`src/rtl/conversor_bcd_pkg.sv`:
```
// Shared types and constants for the binary-to-BCD converter.
package conversor_bcd_pkg;

   localparam int unsigned LARGURA_DIGITO = 4;

   typedef enum logic [1:0] {
      OCIOSO  = 2'd0,
      DESLOCA = 2'd1,
      FIM     = 2'd2
   } estado_t;

endpackage

```
`src/rtl/conversor_bcd_corrige_digito.sv`:
```
// Double-dabble digit correction: adds 3 to a BCD digit that is 5 or more.
module corrige_digito
   import conversor_bcd_pkg::*;
(
   input  logic [LARGURA_DIGITO-1:0] digito_i,
   output logic [LARGURA_DIGITO-1:0] digito_o
);

   assign digito_o = (digito_i >= LARGURA_DIGITO'(5)) ? digito_i + LARGURA_DIGITO'(3) : digito_i;

endmodule

```
`src/rtl/conversor_bcd.sv`:
```
// Iterative shift-and-add-3 binary-to-BCD converter with registered result,
// busy flag, one-cycle done pulse and sticky overflow.
module conversor_bcd
   import conversor_bcd_pkg::*;
#(
   parameter int unsigned LARGURA = 8,
   parameter int unsigned DIGITOS = 3
) (
   input  logic                                clock,
   input  logic                                reset_n,
   input  logic                                inicio,
   input  logic [LARGURA-1:0]                  valor,
   output logic                                ocupado,
   output logic                                pronto,
   output logic [LARGURA_DIGITO*DIGITOS-1:0]   bcd,
   output logic                                estouro
);

   localparam int unsigned BW     = LARGURA_DIGITO * DIGITOS;
   localparam int unsigned CW     = $clog2(LARGURA + 1);
   localparam int unsigned CONC_W = BW + LARGURA;

   estado_t             estado_q;
   logic [LARGURA-1:0]  desloc_q;
   logic [LARGURA-1:0]  desloc_d;
   logic [BW-1:0]       trab_q;
   logic [BW-1:0]       trab_d;
   logic [BW-1:0]       corr;
   logic [CW-1:0]       cont_q;
   logic                estouro_trab_q;
   logic                ocupado_q;
   logic                pronto_q;
   logic [BW-1:0]       bcd_q;
   logic                estouro_q;
   logic [CONC_W-1:0]   conc_sh;

   // One corrector per working digit, all evaluated in parallel
   for (genvar g = 0; g < DIGITOS; g++) begin : g_corr
      corrige_digito u_corrige (
         .digito_i (trab_q[g*LARGURA_DIGITO +: LARGURA_DIGITO]),
         .digito_o (corr[g*LARGURA_DIGITO +: LARGURA_DIGITO])
      );
   end

   assign conc_sh  = {corr, desloc_q} << 1;
   assign trab_d   = conc_sh[CONC_W-1:LARGURA];
   assign desloc_d = conc_sh[LARGURA-1:0];

   always_ff @(posedge clock or negedge reset_n) begin
      if (!reset_n) begin
         estado_q       <= OCIOSO;
         desloc_q       <= '0;
         trab_q         <= '0;
         cont_q         <= '0;
         estouro_trab_q <= 1'b0;
         ocupado_q      <= 1'b0;
         pronto_q       <= 1'b0;
         bcd_q          <= '0;
         estouro_q      <= 1'b0;
      end else begin
         pronto_q <= 1'b0;
         case (estado_q)
            OCIOSO: begin
               if (inicio) begin
                  desloc_q       <= valor;
                  trab_q         <= '0;
                  estouro_trab_q <= 1'b0;
                  cont_q         <= CW'(LARGURA);
                  ocupado_q      <= 1'b1;
                  estado_q       <= DESLOCA;
               end
            end
            DESLOCA: begin
               desloc_q       <= desloc_d;
               trab_q         <= trab_d;
               // Bit leaving the top digit means the value needs more digits
               estouro_trab_q <= estouro_trab_q | corr[BW-1];
               cont_q         <= cont_q - CW'(1);
               if (cont_q == CW'(1)) begin
                  estado_q <= FIM;
               end
            end
            FIM: begin
               bcd_q     <= trab_q;
               estouro_q <= estouro_trab_q;
               pronto_q  <= 1'b1;
               ocupado_q <= 1'b0;
               estado_q  <= OCIOSO;
            end
            default: begin
               ocupado_q <= 1'b0;
               estado_q  <= OCIOSO;
            end
         endcase
      end
   end

   assign ocupado = ocupado_q;
   assign pronto  = pronto_q;
   assign bcd     = bcd_q;
   assign estouro = estouro_q;

endmodule
```
`config.mk`:
```
export PLATFORM = sky130hd
export DESIGN_NAME = conversor_bcd
export DESIGN_NICKNAME = d
export VERILOG_FILES = /design/src/rtl/conversor_bcd_pkg.sv /design/src/rtl/conversor_bcd_corrige_digito.sv /design/src/rtl/conversor_bcd.sv
export SDC_FILE = /design/constraint.sdc
export NUM_CORES = 1
export LEC_CHECK = 0
export CAP_MARGIN = 10
export CORE_UTILIZATION = 40
export CTS_CLUSTER_SIZE = 24
export DETAILED_ROUTE_END_ITERATION = 8
export SLEW_MARGIN = 20
export SYNTH_ARGS = -nofsm -noshare
export SYNTH_HDL_FRONTEND = slang
export SYNTH_SLANG_ARGS = --single-unit
```
`constraint.sdc`:
```
create_clock -name clock -period 1.9 [get_ports clock]
set_input_delay 0.38 -clock clock [delete_from_list [all_inputs] [get_ports clock]]
set_output_delay 0.38 -clock clock [all_outputs]
set_load 0.1 [all_outputs]
```
==> results.cfg <==
[routing]
viasPerCell = 4.973
drt_iter0_drc = 103
num_vias = 1492
drc = 0
firstDrtPassIters = 4
wl_mm = 3.778
wl_per_cell_um = 12.59
ant_nets = 0

[pwr]
p_total_uw = 4669
p_per_area_nw_per_um2 = 1857
p_leak_uw = 0.001163
ir_worst_vdd_v = 0.0006746

[finish]
diodes = 0
drive_above_1_share = 0.1588
instances_no_fill = 300
area_growth_syn_to_layout_pct = 23.71
nNetsFinal = 251

[place]
io_buffers = 25
place_inst = 292
routabilityCongestion = 0.7953
dp_hpwl_mm = 2.773

[synth]
synth_top_flop_cell = dfrtp_1
ys_seq_area_frac = 0.5172
synth_area_leaders = dfrtp_1 52%, o21ai_0 6.4%, nand2_1 5.2%
synth.distinct_cells = 33
yosysTopAreaCell = dfrtp_1
yosys_warnings = 0
synthTopCellsByCount = 42 x dfrtp_1, 28 x nand2_1, 26 x o21ai_0
synth_top_area_share = 0.5172
syn_avg_cell_area_um2 = 10.06
synth_edf_count = 0
synth_area_um2 = 2032
ys_async_sr_fraction = 1.000
netlist_instances = 202
synth_most_common_cell = dfrtp_1
ys_seq_elements = 42
syn_nets = 221

[hold_path]
worstHoldPathType = in2async

[setup_path]
cp_cell_sequence = inv_1 -> ha_1 -> nor2b_1 -> o21a_1 -> o221ai_1
max_stage_delay_ns = 0.42
cp_slowest_cell = dfrtp_1
critical-path-top-delay-family = flip-flops
cp.required_ns = 2.06
critPathMaxFanout = 4
path_buf_inv = 1
startpoint_type = register
arrival_ns = 1.59
critical_path_class = reg2reg
endpoint_kind = register

[timing]
setup_viol = 0
fmax_mhz = 700.3
period_needed_ns = 1.428
final-hold-violation-count = 0
rsz0062_at_grt = false
relSlewSlack = 0.6922
worst_slew_pin_slew_ns = 0.4607
slew_violations = 0
finalSetupTns_ns = 0
skew_ns = 0.004103
fin_crit_sh = 0.7515

[floorplan]
die_h_um = 73.28
std_cell_rows = 25
start_util = 0.4218
die_x_um = 73.28
design.core.area_um2 = 4817
io_pins = 26
die_area_um2 = 5369

[global_route]
antenna_found_initial = 0
grt_max_degree = 26
grtUsageTotal = 0.1569
gr-total-overflow = 0
grt_pass1_wl_mm = 6.486
grt_pass1_vias = 1418

[cts]
cts_num_sinks = 42
cts_root_buffer = clkbuf_8
cts_made_buffers = 5
clk_latency_ns = 0.29
cts_tree = done
clkTransAtPathRegs_ns = 0.08
postCtsSetupBuffers = 0
cts_max_level = 2
cts_resized = 0
postCtsHoldBufs = 0
clock_path_buffers = 2

[run_status]
status = complete, no violations

[flow_run]
max_cap_violations = 0
-- placed cells by master, fill, tap and decap left out, drive strengths merged, types with 6 or more instances in the layout --
master / netlist / layout
a21oi: 7 / 7
clkdlybuf4s50: 0 / 9
ha: 8 / 8
inv: 17 / 17
dfrtp: 42 / 42
nand2: 28 / 28
o21ai: 26 / 26
buf: 11 / 26
and3b: 6 / 6
nand2b: 7 / 7
o2111ai: 6 / 6
-- worst paths after layout --
path / from / endpoint / slack (ns) / cells past startpoint
worst max-delay path: trab_q[4] / trab_q[5] / 0.47 / 5
worst min-delay path: reset_n / ocupado / 0.02 / 1
worst max register to register: trab_q[4] / trab_q[5] / 0.47 / 5
worst min register to register: bcd[6] / bcd[6] / 0.48 / 2
max in group asynchronous: reset_n / estado_q[0] / 1.40 / 2
min in group clock: bcd[6] / bcd[6] / 0.48 / 2
-- metal layers --
metal  track usage  routed length, µm
met4       0.04575                 44
met1        0.2146               1900
met3       0.04115                126
met2        0.2449               1706
met5             0                  0
-- power by group --
group / internal (µW) / switching (µW) / total [µW]
clock network: 391 / 315 / 706
registers: 1240 / 275 / 1520
logic: 873 / 1570 / 2440
-- kinds of logic (layout without fill, tap and decap cells) --
| family | after synthesis | after routing | share of synthesized area |
|---|---|---|---|
| XOR/XNOR | 3 | 3 | 0.01293 |
| multiplexers | 3 | 3 | 0.01601 |
| AO/OA/AOI/OAI | 64 | 64 | 0.2075 |
| buffers and inverters | 29 | 60 | 0.06773 |
| adder cells (fa/ha/maj) | 8 | 8 | 0.04926 |
| flip-flops | 42 | 42 | 0.5172 |
| AND/OR/NAND/NOR | 53 | 53 | 0.1293 |
-- through the flow --
step                      cell area, µm²    util  hold slack (ns)  setup WS [ns]
after floorplan                     2032       -          0.08441         0.6221
after CTS                           2514  0.5218          0.03831         0.4545
after global routing                2514  0.5218          0.04615         0.3130
final                               2514  0.5218          0.02324         0.4721
after global placement              2400  0.4982           0.3567         0.2726
after detailed placement            2400  0.4982           0.3557         0.2371
-- final cells by class --
type	count	area, µm²
Fill cell	465	2303
Sequential cell	42	1051
Multi-Input combinational cell	131	843.3
Timing Repair Buffer	35	357.8
Tap cell	67	83.83
Clock buffer	5	68.82
Inverter	17	63.81
Clock inverter	3	45.04
-- state kept, by name, summed over array words and instances, names as in the netlist --
| register | count |
|---|---|
| estouro | 1 |
| pronto | 1 |
| desloc_q | 8 |
| ocupado | 1 |
| trab_q | 12 |
| estado_q | 2 |
| estouro_trab_q | 1 |
| bcd | 12 |
| cont_q | 4 |
Power figures use the tool's default switching activity.
